`config.mk`:
```
export PLATFORM = sky130hd
export DESIGN_NAME = muldiv_unit_flat
export DESIGN_NICKNAME = d
export VERILOG_FILES = /design/src/rtl/muldiv_unit_if.sv /design/src/rtl/muldiv_unit.sv /design/src/flat_wrapper.sv
export SDC_FILE = /design/constraint.sdc
export NUM_CORES = 1
export LEC_CHECK = 0
export CELL_PAD_IN_SITES_DETAIL_PLACEMENT = 0
export CELL_PAD_IN_SITES_GLOBAL_PLACEMENT = 1
export CORE_MARGIN = 2
export CORE_UTILIZATION = 45
export CTS_CLUSTER_DIAMETER = 40
export CTS_CLUSTER_SIZE = 30
export DETAILED_ROUTE_END_ITERATION = 8
export GPL_TIMING_DRIVEN = 0
export HOLD_SLACK_MARGIN = 0.15
export PLACE_DENSITY_LB_ADDON = 0.1
export RECOVER_POWER = 50
export SLEW_MARGIN = 0
export SYNTH_ARGS = -nofsm -noshare
export SYNTH_HDL_FRONTEND = slang
export SYNTH_SLANG_ARGS = --single-unit
```
`constraint.sdc`:
```
create_clock -name clk -period 7.4 [get_ports clk]
set_clock_uncertainty 0.1 [all_clocks]
set_input_delay 1.48 -clock clk [delete_from_list [all_inputs] [get_ports clk]]
set_output_delay 1.48 -clock clk [all_outputs]
set_load 0.01 [all_outputs]
```
`src/rtl/muldiv_unit_if.sv`:
```
// Request/response bundle between the execute stage and the iterative mul/div unit.
// master = pipeline side, slave = muldiv_unit.
interface muldiv_unit_if #(
    parameter int unsigned WIDTH = 32
);
    logic             kill;
    logic             in_valid;
    logic             in_ready;
    logic [2:0]       op;
    logic [WIDTH-1:0] a;
    logic [WIDTH-1:0] b;
    logic             out_valid;
    logic             out_ready;
    logic [WIDTH-1:0] result;
    logic             busy;

    modport master (
        output kill, in_valid, op, a, b, out_ready,
        input  in_ready, out_valid, result, busy
    );

    modport slave (
        input  kill, in_valid, op, a, b, out_ready,
        output in_ready, out_valid, result, busy
    );
endinterface

```
`src/rtl/muldiv_unit.sv`:
```
// Iterative RV32M multiply/divide: radix-2 shift-add multiply and restoring divide,
// one result bit per cycle, signs stripped at accept and re-applied in the last step.
module muldiv_unit #(
    parameter int unsigned WIDTH = 32
) (
    input logic          clk,
    input logic          rst,
    muldiv_unit_if.slave bus
);
    localparam int unsigned CntW = $clog2(WIDTH);
    localparam logic [WIDTH-1:0] MinNeg = {1'b1, {(WIDTH-1){1'b0}}};

    typedef enum logic [1:0] {StIdle, StCalc, StDone} state_e;

    state_e           state_q;
    logic [CntW-1:0]  cnt_q;
    logic [2:0]       op_q;
    logic [WIDTH-1:0] acc_q, lo_q, opnd_q, result_q;
    logic             neg_q, rem_neg_q;

    // Accept-time decode
    logic             a_signed, b_signed, sa, sb, div_zero, div_ovf;
    logic [WIDTH-1:0] a_mag, b_mag, special_res;

    always_comb begin
        a_signed    = (bus.op == 3'b001) || (bus.op == 3'b010) || (bus.op[2] && !bus.op[0]);
        b_signed    = (bus.op == 3'b001) || (bus.op[2] && !bus.op[0]);
        sa          = a_signed && bus.a[WIDTH-1];
        sb          = b_signed && bus.b[WIDTH-1];
        a_mag       = sa ? -bus.a : bus.a;
        b_mag       = sb ? -bus.b : bus.b;
        div_zero    = bus.op[2] && (bus.b == '0);
        div_ovf     = bus.op[2] && !bus.op[0] && (bus.a == MinNeg) && (bus.b == '1);
        special_res = '0;
        if (div_zero) begin
            special_res = bus.op[1] ? bus.a : '1;
        end else if (div_ovf) begin
            special_res = bus.op[1] ? '0 : bus.a;
        end
    end

    // One iteration of the datapath; lo_q holds multiplier / dividend-then-quotient
    logic [WIDTH:0]     mul_sum, div_shift, div_diff;
    logic [WIDTH-1:0]   acc_step, lo_step, quo_fin, rem_fin, final_res;
    logic [2*WIDTH-1:0] prod, prod_fin;

    always_comb begin
        mul_sum   = {1'b0, acc_q} + ({1'b0, opnd_q} & {(WIDTH+1){lo_q[0]}});
        div_shift = {acc_q, lo_q[WIDTH-1]};
        div_diff  = div_shift - {1'b0, opnd_q};
        if (op_q[2]) begin
            if (!div_diff[WIDTH]) begin
                acc_step = div_diff[WIDTH-1:0];
                lo_step  = {lo_q[WIDTH-2:0], 1'b1};
            end else begin
                acc_step = div_shift[WIDTH-1:0];
                lo_step  = {lo_q[WIDTH-2:0], 1'b0};
            end
        end else begin
            acc_step = mul_sum[WIDTH:1];
            lo_step  = {mul_sum[0], lo_q[WIDTH-1:1]};
        end
        prod     = {acc_step, lo_step};
        prod_fin = neg_q ? -prod : prod;
        quo_fin  = neg_q ? -lo_step : lo_step;
        rem_fin  = rem_neg_q ? -acc_step : acc_step;
        if (op_q[2]) begin
            final_res = op_q[1] ? rem_fin : quo_fin;
        end else begin
            final_res = (op_q[1:0] == 2'b00) ? prod_fin[WIDTH-1:0] : prod_fin[2*WIDTH-1:WIDTH];
        end
    end

    always_ff @(posedge clk or posedge rst) begin
        if (rst) begin
            state_q   <= StIdle;
            cnt_q     <= '0;
            op_q      <= '0;
            acc_q     <= '0;
            lo_q      <= '0;
            opnd_q    <= '0;
            result_q  <= '0;
            neg_q     <= 1'b0;
            rem_neg_q <= 1'b0;
        end else if (bus.kill) begin
            state_q <= StIdle;
        end else begin
            unique case (state_q)
                StIdle: begin
                    if (bus.in_valid) begin
                        op_q  <= bus.op;
                        cnt_q <= '0;
                        if (div_zero || div_ovf) begin
                            result_q <= special_res;
                            state_q  <= StDone;
                        end else begin
                            acc_q     <= '0;
                            lo_q      <= bus.op[2] ? a_mag : b_mag;
                            opnd_q    <= bus.op[2] ? b_mag : a_mag;
                            neg_q     <= sa ^ sb;
                            rem_neg_q <= sa;
                            state_q   <= StCalc;
                        end
                    end
                end
                StCalc: begin
                    acc_q <= acc_step;
                    lo_q  <= lo_step;
                    if (cnt_q == CntW'(WIDTH - 1)) begin
                        result_q <= final_res;
                        state_q  <= StDone;
                    end else begin
                        cnt_q <= cnt_q + 1'b1;
                    end
                end
                StDone: begin
                    if (bus.out_ready) begin
                        state_q <= StIdle;
                    end
                end
                default: state_q <= StIdle;
            endcase
        end
    end

    assign bus.in_ready  = (state_q == StIdle) && !bus.kill;
    assign bus.out_valid = (state_q == StDone);
    assign bus.busy      = (state_q != StIdle);
    assign bus.result    = result_q;
endmodule

```
`src/flat_wrapper.sv`:
```
// flat-port wrapper written by rule: the top's interface ports become plain ports
module muldiv_unit_flat 
#(
    parameter int unsigned WIDTH = 32
)
  (clk, rst, bus_kill, bus_in_valid, bus_op, bus_a, bus_b, bus_out_ready, bus_in_ready, bus_out_valid, bus_result, bus_busy);
  muldiv_unit_if #(.WIDTH(WIDTH)) bus_i ();
  input logic clk;
  input logic rst;
  input wire logic [$bits(bus_i.kill)-1:0] bus_kill;
  input wire logic [$bits(bus_i.in_valid)-1:0] bus_in_valid;
  input wire logic [$bits(bus_i.op)-1:0] bus_op;
  input wire logic [$bits(bus_i.a)-1:0] bus_a;
  input wire logic [$bits(bus_i.b)-1:0] bus_b;
  input wire logic [$bits(bus_i.out_ready)-1:0] bus_out_ready;
  output wire logic [$bits(bus_i.in_ready)-1:0] bus_in_ready;
  output wire logic [$bits(bus_i.out_valid)-1:0] bus_out_valid;
  output wire logic [$bits(bus_i.result)-1:0] bus_result;
  output wire logic [$bits(bus_i.busy)-1:0] bus_busy;
  assign bus_i.kill = bus_kill;
  assign bus_i.in_valid = bus_in_valid;
  assign bus_i.op = bus_op;
  assign bus_i.a = bus_a;
  assign bus_i.b = bus_b;
  assign bus_i.out_ready = bus_out_ready;
  assign bus_in_ready = bus_i.in_ready;
  assign bus_out_valid = bus_i.out_valid;
  assign bus_result = bus_i.result;
  assign bus_busy = bus_i.busy;
  muldiv_unit #(.WIDTH(WIDTH)) u_core (.clk(clk), .rst(rst), .bus(bus_i));
endmodule
```
Word level (Yosys, flattened, before mapping)
Index checks and enable logic that the tools add are counted.
{ "totals": {"elab_cells": 97, "reg_bits": 140, "output_inout_bits": 35, "in_bits": 72} }
{ "op_classes": {"mux": 37, "n_bitwise": 4, "n_reduce_logical": 24, "n_eq_ne": 15, "addsub": 8} }
{ "op_table": {"columns": ["op", "n"], "rows": [
  ["$mux W32", 23],
  ["$pmux W32 S2", 3],
  ["$neg A32 Y32", 4],
  ["$eq A32 B32 Y1 const B", 2],
  ["$mux W64", 1],
  ["$neg A64 Y64", 1],
  ["$add A32 B33 Y33", 1],
  ["$and A32 B33 Y33", 1],
  ["$sub A33 B32 Y33", 1],
  ["$logic_not A32 Y1", 1],
  ["$reduce_and A4 Y1", 3],
  ["$mux W2", 5],
  ["$mux W5", 2],
  ["$pmux W5 S2", 1],
  ["$logic_and A1 B1 Y1", 7],
  ["$ne A2 B2 Y1 const B", 3],
  ["$ne A3 B3 Y1 const B", 2],
  ["$pmux W2 S3", 1],
  ["$reduce_and A3 Y1", 2],
  ["$add A5 B1 Y5 const B", 1],
  ["$eq A5 B5 Y1 const B", 1],
  ["$reduce_and A5 Y1", 1],
  ["$logic_not A2 Y1", 2],
  ["$logic_or A1 B1 Y1", 4],
  ["other kinds (11)", 15]
]} }

Logic depth before layout (Yosys ltp)
Gate-level depths: netlist of run 1.
{ "depth": {"word_depth": 9, "mapped_depth": 28, "depth_no_buf": 24} }

Worst setup path before layout of run 1
Ideal clock, no wire load.
{ "synth_timing": {"path_type": "register to register", "start": "reg u_core.lo_q[31]", "end": "reg u_core.result_q[22] (netlist: u_core.bus.result[22])", "period_less_slack_ns": 6.433, "setup_time_ns": 0.095, "t_required_ns": 7.205, "stages_incl_launch_ff": 29, "setup_slack_ns": 0.967, "arrival_ns": 6.238, "cell_sequence": "dfrtp_1 inv_1 ha_1 fa_1 nand2b_1 a21oi_1 o21ai_2 a211oi_4 nor4_2 nor2_1 buf_2 clkbuf_1 clkbuf_1 nand2_1 o21ai_0 a21oi_1 inv_1 ha_1 nand2_1 or3b_2 or3_4 a311oi_4 nand2_2 or4_1 buf_2 or4_1 a21oi_1 a2111oi_1 o31ai_1"} }
{ "synth_between": {"elab_chain_len": 9, "word_cells_on_any_way": 16, "classes_between": "add/sub: 4; mux: 12"} }
{ "synth_rtl": {"columns": ["item", "line_no", "text"], "rows": [
  ["start: declaration", "muldiv_unit.sv:18", "logic [WIDTH-1:0] acc_q, lo_q, opnd_q, result_q;"],
  ["start signal: assignment", "muldiv_unit.sv:98", "lo_q <= bus.op[2] ? a_mag : b_mag;"],
  ["start signal: assignment", "muldiv_unit.sv:108", "lo_q <= lo_step;"],
  ["$sub A33 B32 Y33", "muldiv_unit.sv:50", "div_diff = div_shift - {1'b0, opnd_q};"],
  ["$mux W1 or $mux W32 (tied branches)", "muldiv_unit.sv:52", "if (!div_diff[WIDTH]) begin"],
  ["$mux W32", "muldiv_unit.sv:51", "if (op_q[2]) begin"],
  ["$neg A64 Y64, or another cell as far along", "muldiv_unit.sv:64", "prod_fin = neg_q ? -prod : prod;"],
  ["$mux W64, or another cell as far along", "muldiv_unit.sv:64", null],
  ["$mux W32 (on tied branches)", "muldiv_unit.sv:70, muldiv_unit.sv:68", null],
  ["$mux W32 (*)", "muldiv_unit.sv:67", "if (op_q[2]) begin"],
  ["$mux W32 (*)", "muldiv_unit.sv:109", "if (cnt_q == CntW'(WIDTH - 1)) begin"],
  ["$pmux W32 S2 (*)", "muldiv_unit.sv:88", "unique case (state_q)"],
  ["end signal: assignment", "muldiv_unit.sv:94", "result_q <= special_res;"],
  ["end signal: assignment", "muldiv_unit.sv:110", "result_q <= final_res;"],
  ["end: declaration", "muldiv_unit.sv:18", null]
]} }
Mark *: on every way between the ends. The rest lies on a longest branch, timed or not. The select of a mux whose other input is x is not followed.
A chain may end at the register's enable or synchronous reset.

Worst setup path after layout of run 1
{ "layout_timing": {"start": "reg u_core.op_q[2]", "end": "reg u_core.result_q[16] (netlist: u_core.bus.result[16])"} }
{ "layout_between": {"elab_chain_len": 7, "word_cells_on_any_way": 13, "classes_between": "add/sub: 3; mux: 10"} }
{ "layout_rtl": {"columns": ["item", "line_no", "text"], "rows": [
  ["start: declaration", "muldiv_unit.sv:17", "logic [2:0] op_q;"],
  ["start signal: assignment", "muldiv_unit.sv:91", "op_q <= bus.op;"],
  ["$mux W32", "muldiv_unit.sv:51", null],
  ["$neg A64 Y64, or another cell as far along", "muldiv_unit.sv:64", null],
  ["$mux W64, or another cell as far along", "muldiv_unit.sv:64", null],
  ["$mux W32 (on tied branches)", "muldiv_unit.sv:70, muldiv_unit.sv:68", null],
  ["$mux W32 (*)", "muldiv_unit.sv:67", null],
  ["$mux W32 (*)", "muldiv_unit.sv:109", null],
  ["$pmux W32 S2 (*)", "muldiv_unit.sv:88", null]
]} }
Marked as above.

==> flow_metrics.tcl, run 1 <==
set metrics [dict create \
    slew_headroom_pct -132 \
    drtAntennaViolNets 0 \
    cp.arrival_ps 7520 \
    io_buffers 105 \
    drt_iter0_drc 2648 \
    synth_cell_types 95 \
    power.density_mw_per_mm2 309 \
    layout-drive-gt1-share_pct 5.34 \
    antenna_found_initial 6 \
    reg2reg_slack_ps 80 \
    insertion_delay_ps 460 \
    nets 2530 \
    grt_max_degree 73 \
    leakage_nw 7.39 \
    track_usage_pct 40.9 \
    tritoncts "built" \
    min_from "u_core.bus.result[12]" \
    critPathKind "reg2reg" \
    first_global_vias 18000 \
    antenna_cells 0 \
    maxCapViolCount 2 \
    synth_warnings 0 \
    postSynthNetCount 2406 \
    rows 69 \
    min_to "u_core.bus.result[12]" \
    avgViaCountPerCell 6.72 \
    crit_slowest_cell "clkdlybuf4s18_2" \
    start_util_pct 45.7 \
    worstSetupStartpointType "flop" \
    hold_viol_final 0 \
    crit_fanout 19 \
    reg2reg_depth 21 \
    wl_per_cell_um 27.6 \
    peakVddDrop_mv 0.226 \
    gp_congestion 1.03 \
    power_mw 5.72 \
    clkTransAtPathRegs_ps 70 \
    cts_root_buf "clkbuf_16" \
    wl_mm 79.0 \
    fmax_mhz 137 \
    die_w_um 194 \
    r2r-end "u_core.bus.result[16]" \
    grt_setup_unrepaired "no" \
    crit_top_cell "buf_2" \
    period_minus_slack_ps 7320 \
    areaGrowthSynthToFinish_pct 13.8 \
    fillers 3672 \
    timing_worst_slew_pin_value_ps 3470 \
    r2r-start "u_core.op_q[2]" \
    clockBufferDepth 2 \
    final_cell_mix "nand2_1 (295), o21ai_0 (237), a21oi_1 (210)" \
    max_stage_delay_ps 560 \
    overflow 0 \
    cts_buffers 17 \
    dp.final_hpwl_mm 64.4 \
    synthFlopType "dfrtp_1" \
    ys_ff_latch 140 \
    finalCritPeriodShare_pct 98.9 \
    failed_checks "capacitance limit, slew limit" \
    cp_cell_sequence "buf_2 > buf_2 > buf_2 > clkbuf_4 > clkdlybuf4s18_2 > buf_2 > clkbuf_4 > a21oi_1 > inv_1 > ha_1 > nand2_1 > or3b_2 > or3_4 > a311oi_4 > nand2_2 > or4_1 > buf_2 > o21a_1 > xnor2_1 > a221oi_1 > o221ai_1" \
    whs_path_depth 2 \
    die-area_mm2 0.0377 \
    cts.sinks 140 \
    core_mm2 0.0356 \
    syn_avg_cell_area_um2 7.19 \
    startpoint "u_core.op_q[2]" \
    syn-cell-area_mm2 0.0163 \
    drc 0 \
    syn_inst 2261 \
    vias 19200 \
    ys_seq_area_share_pct 21.5 \
    hp-class "reg2reg" \
    grt_pass1_wl_mm 116 \
    crit_required_ps 7600 \
    first_pass_iters 6 \
    die_y_um 194 \
    mostFrequentLayoutCell "nand2_1" \
    hold_buffers 0 \
    io-pin-count 107 \
    setup.worst_path.end_class "flop" \
    htreeDepth 4 \
    drv_slew 143 \
    status "complete, but fails checks" \
    async_flop_share_pct 100 \
    finalSetupViolCount 0 \
    final_util_pct 52.1 \
    synth_edf_count 0 \
]
## kinds of logic after synthesis
family / Yosys count / synth area share [%]
simple gates: 835 / 24.2
compound gates: 760 / 29.6
buf+inv: 209 / 5.21
xor+xnor: 177 / 9.53
flops: 140 / 21.5
fa+ha+maj: 73 / 5.71
mux: 67 / 4.23
## worst max-delay path: cells and delay by family, from the launching register on
kind / cells / cell delay (ps)
XOR/XNOR: 1 / 130
AO/OA/AOI/OAI: 5 / 1380
buffers and inverters: 9 / 3270
adder cells (fa/ha/maj): 1 / 260
flip-flops: 1 / 370
AND/OR/NAND/NOR: 5 / 1620
## Yosys cell counts (17+ instances only)
master | n | area share (%)
or3_1 | 23 | 0.88
o21ai_0 | 236 | 7.3
nor4_1 | 19 | 0.73
ha_1 | 71 | 5.5
xor2_1 | 79 | 4.3
nand2_1 | 295 | 6.8
a31oi_1 | 28 | 1.1
and2_1 | 46 | 1.8
nand3_1 | 36 | 1.1
mux2i_1 | 53 | 3.3
buf_2 | 17 | 0.52
clkbuf_1 | 95 | 2.2
a21oi_1 | 210 | 6.5
nor2_1 | 206 | 4.8
o211ai_1 | 23 | 1.1
buf_1 | 19 | 0.44
xnor2_1 | 98 | 5.3
o31ai_1 | 31 | 1.4
nand2b_1 | 20 | 0.77
a21o_1 | 24 | 1.1
a211oi_1 | 26 | 1.2
nor3_1 | 67 | 2.1
nand4_1 | 40 | 1.5
inv_1 | 68 | 1.6
dfrtp_1 | 140 | 22
## timing repair
| action | CTS | global route |
|---|---|---|
| pin swaps | 0 | 1 |
| buffers inserted | 0 | 1 |
| setup endpoints to repair | 13 | 8 |
| gates resized for setup | 5 | 12 |
## sequential cells by signal (all words and copies together) (netlist names)
name               cells
u_core.acc_q          32
u_core.bus.result     32
u_core.cnt_q           5
u_core.lo_q           32
u_core.neg_q           1
u_core.op_q            3
u_core.opnd_q         32
u_core.rem_neg_q       1
u_core.state_q         2
## per-stage QoR
stage               TNS [ps]  hold WS (ps)  worst slack, ps  cells  cell area, µm²
global route               0           390             1.19   2859           18500
detailed placement    -12300           360            -1460   2828           17900
finish                     0           366             79.5   2859           18500
floorplan                  0           364              967   2261           16300
global placement      -19180           353            -1440   2827           17900
CTS                        0           376             49.1   2857           18500
## metal layers
metal | routed length [µm] | GRT usage, % | part of all wire [%]
met4 | 5370 | 23.9 | 6.8
met3 | 8220 | 8.40 | 10
met1 | 31200 | 53.0 | 39
met2 | 34200 | 63.0 | 43
met5 | 0 | 0 | 0
## final cells by class
cell class | count | area [µm²] | share of cell area, %
well taps | 461 | 577 | 3.11
clock buffers | 20 | 437 | 2.36
inverters | 72 | 274 | 1.48
multi-input cells | 1912 | 11900 | 64.4
repair buffers | 108 | 1070 | 5.77
flip-flops and latches | 140 | 3500 | 18.9
plain buffers | 134 | 588 | 3.18
clock inverters | 12 | 141 | 0.763
## where the power goes
| group | internal (mW) | switching, mW |
|---|---|---|
| logic | 1.20 | 2.48 |
| clock network | 0.500 | 0.403 |
| registers | 0.896 | 0.238 |
| total | 2.59 | 3.13 |
## worst max path at each step
| stage | endpoint | slack [ps] | cells after the start |
|---|---|---|---|
| 4_1_cts | u_core.bus.result[16] | 50 | 21 |
| 3_3_place_gp | u_core.bus.result[22] | -1440 | 23 |
| 6_report | u_core.bus.result[16] | 80 | 21 |
| 5_1_grt | u_core.bus.result[22] | 1 | 27 |
| 3_5_place_dp | u_core.bus.result[22] | -1460 | 23 |
| 2_1_floorplan | u_core.bus.result[22] | 970 | 28 |
Note: power is estimated with default switching activity, not from simulation.
==> run 2: changes to the inputs <==
SLEW_MARGIN = 20   (was 0)
==> run 2 against run 1 <==
The run still ends with capacitance limit, slew limit left. Via count down 0.33%. Fmax up 1.8%. Hold slack better by 0.58 ps. Register-to-register slack better by 130 ps. Critical path depth down 1. Clock-buffer cell count unchanged. First-iteration DRC count up 0.26%. Combinational power about the same. Core utilization unchanged. Critical path type unchanged. Highest routed layer unchanged.
==> flow_metrics.tcl, run 2 (same netlist as run 1, synthesis figures left out) <==
set metrics [dict create \
    gp_congestion 1.03 \
    io_buffers 105 \
    drtAntennaViolNets 0 \
    power.density_mw_per_mm2 307 \
    setup.worst_path.end_class "flop" \
    post_dp_cell_area_mm2 0.0179 \
    grt_pass1_wl_mm 116 \
    critPathKind "reg2reg" \
    crit_fanout 10 \
    areaGrowthSynthToFinish_pct 13.8 \
    power_mw 5.68 \
    peakVddDrop_mv 0.230 \
    insertion_delay_ps 470 \
    period_minus_slack_ps 7190 \
    maxCapViolCount 2 \
    final_cell_mix "nand2_1 (295), o21ai_0 (237), a21oi_1 (208)" \
    whs_path_depth 2 \
    htreeDepth 4 \
    start_util_pct 45.7 \
    worstSetupStartpointType "flop" \
    r2r-start "u_core.op_q[2]" \
    cts.sinks 140 \
    failed_checks "capacitance limit, slew limit" \
    crit_slowest_cell "clkbuf_1" \
    regArea_mm2 0.00350 \
    wl_per_cell_um 27.5 \
    max_stage_delay_ps 540 \
    first_global_vias 18000 \
    reg2reg_depth 20 \
    die_w_um 194 \
    timing_worst_slew_pin_value_ps 3420 \
    wl_mm 78.7 \
    final.setup.tns_ps 0 \
    vias 19100 \
    r2r-end "u_core.bus.result[22]" \
    clockBufferDepth 2 \
    rows 69 \
    crit_required_ps 7660 \
    leakage_nw 7.38 \
    overflow 0 \
    cts_root_buf "clkbuf_16" \
    hold_buffers 0 \
    antenna_cells 0 \
    io-pin-count 107 \
    final_util_pct 52.1 \
    die_y_um 194 \
    drc 0 \
    crit_top_cell "clkbuf_1" \
    fmax_mhz 139 \
    slew_headroom_pct -129 \
    finalSetupViolCount 0 \
    grt_max_degree 73 \
    finalCritPeriodShare_pct 97.2 \
    clkTransAtPathRegs_ps 70 \
    tritoncts "built" \
    hold_viol_final 0 \
    nets 2530 \
    mostFrequentLayoutCell "nand2_1" \
    dp.final_hpwl_mm 64.3 \
    avgViaCountPerCell 6.69 \
    fillers 3680 \
    track_usage_pct 41.0 \
    core_mm2 0.0356 \
    multi_input_area_mm2 0.0120 \
    cp.arrival_ps 7450 \
    drv_slew 143 \
    grt_setup_unrepaired "no" \
    min_from "u_core.bus.result[12]" \
    hp-class "reg2reg" \
    first_pass_iters 8 \
    die-area_mm2 0.0377 \
    cp_cell_sequence "inv_1 > clkbuf_1 > clkbuf_1 > clkbuf_1 > clkbuf_1 > clkbuf_1 > a21boi_0 > ha_1 > o211ai_1 > nor2_1 > nand3_1 > or3_1 > nor2_1 > inv_1 > or4_1 > buf_2 > or4_1 > a21oi_2 > a2111oi_4 > o31ai_1" \
    layout-drive-gt1-share_pct 5.46 \
    antenna_found_initial 1 \
    final_cell_area_mm2 0.0185 \
    drt_iter0_drc 2655 \
    cts_buffers 17 \
    min_to "u_core.bus.result[12]" \
    reg2reg_slack_ps 210 \
    status "complete, but fails checks" \
]
[run 2: changes by cell type in the layout (fill, tap and decap cells not counted), sizes merged]
cell | previous run | this run
dlygate4sd3 | 15 | 14
bufinv | 2 | 1
clkinvlp | 5 | 8
buf | 39 | 41
clkdlybuf4s50 | 90 | 91
clkbuf | 117 | 116
clkdlybuf4s18 | 1 | 0
clkinv | 6 | 4
[run 2: cell type report]
| type | count | area share, % |
|---|---|---|
| multi-input cells | 1912 | 64.5 |
| flip-flops and latches | 140 | 18.9 |
| repair buffers | 108 | 5.78 |
| plain buffers | 134 | 3.15 |
| well taps | 461 | 3.11 |
| clock buffers | 20 | 2.41 |
| inverters | 72 | 1.47 |
| clock inverters | 12 | 0.628 |
[run 2: per-layer routing]
layer	track usage [%]	part of all wire, %
met1	53.2	40
met2	62.1	43
met3	8.71	10
met4	25.1	7.1
met5	0	0
[run 2: repair_timing]
| action | in CTS | in global routing |
|---|---|---|
| hold endpoints to repair | 0 | 0 |
| pin swaps | 0 | 1 |
| gates cloned | 0 | 0 |
| gates resized for setup | 5 | 15 |
| setup buffers | 0 | 2 |
| endpoints found under the setup margin | 13 | 8 |
[run 2: worst max-delay path by stage]
stage                     depth (start not counted)            start                     to
after CTS                                        21   u_core.op_q[2]  u_core.bus.result[22]
after global placement                           23   u_core.op_q[2]  u_core.bus.result[22]
after floorplan                                  28  u_core.lo_q[31]  u_core.bus.result[22]
after detailed placement                         23   u_core.op_q[2]  u_core.bus.result[22]
final                                            20   u_core.op_q[2]  u_core.bus.result[22]
after global routing                             26  u_core.lo_q[31]  u_core.bus.result[22]
[run 2: through the flow]
stage	hold slack [ps]	cells	setup WS, ps
after floorplan	364	2261	967
after global placement	353	2827	-1440
after detailed placement	360	2828	-1420
after CTS	376	2857	112
after global routing	389	2859	12.0
final	367	2859	210
[run 2: critical path: cells and delay by family (launching register included)]
kind	cells	cell delay (ps)
buffers and inverters	8	2870
AND/OR/NAND/NOR	6	2330
flip-flops	1	370
adder cells (fa/ha/maj)	1	280
AO/OA/AOI/OAI	5	1110
[run 2: where the power goes]
part	switching, mW	total [mW]	internal, mW	leakage (nW)
Clock	0.403	0.877	0.474	0.253
Combinational	2.47	3.67	1.20	5.36
Sequential	0.237	1.13	0.896	1.77
Total	3.11	5.68	2.57	7.38
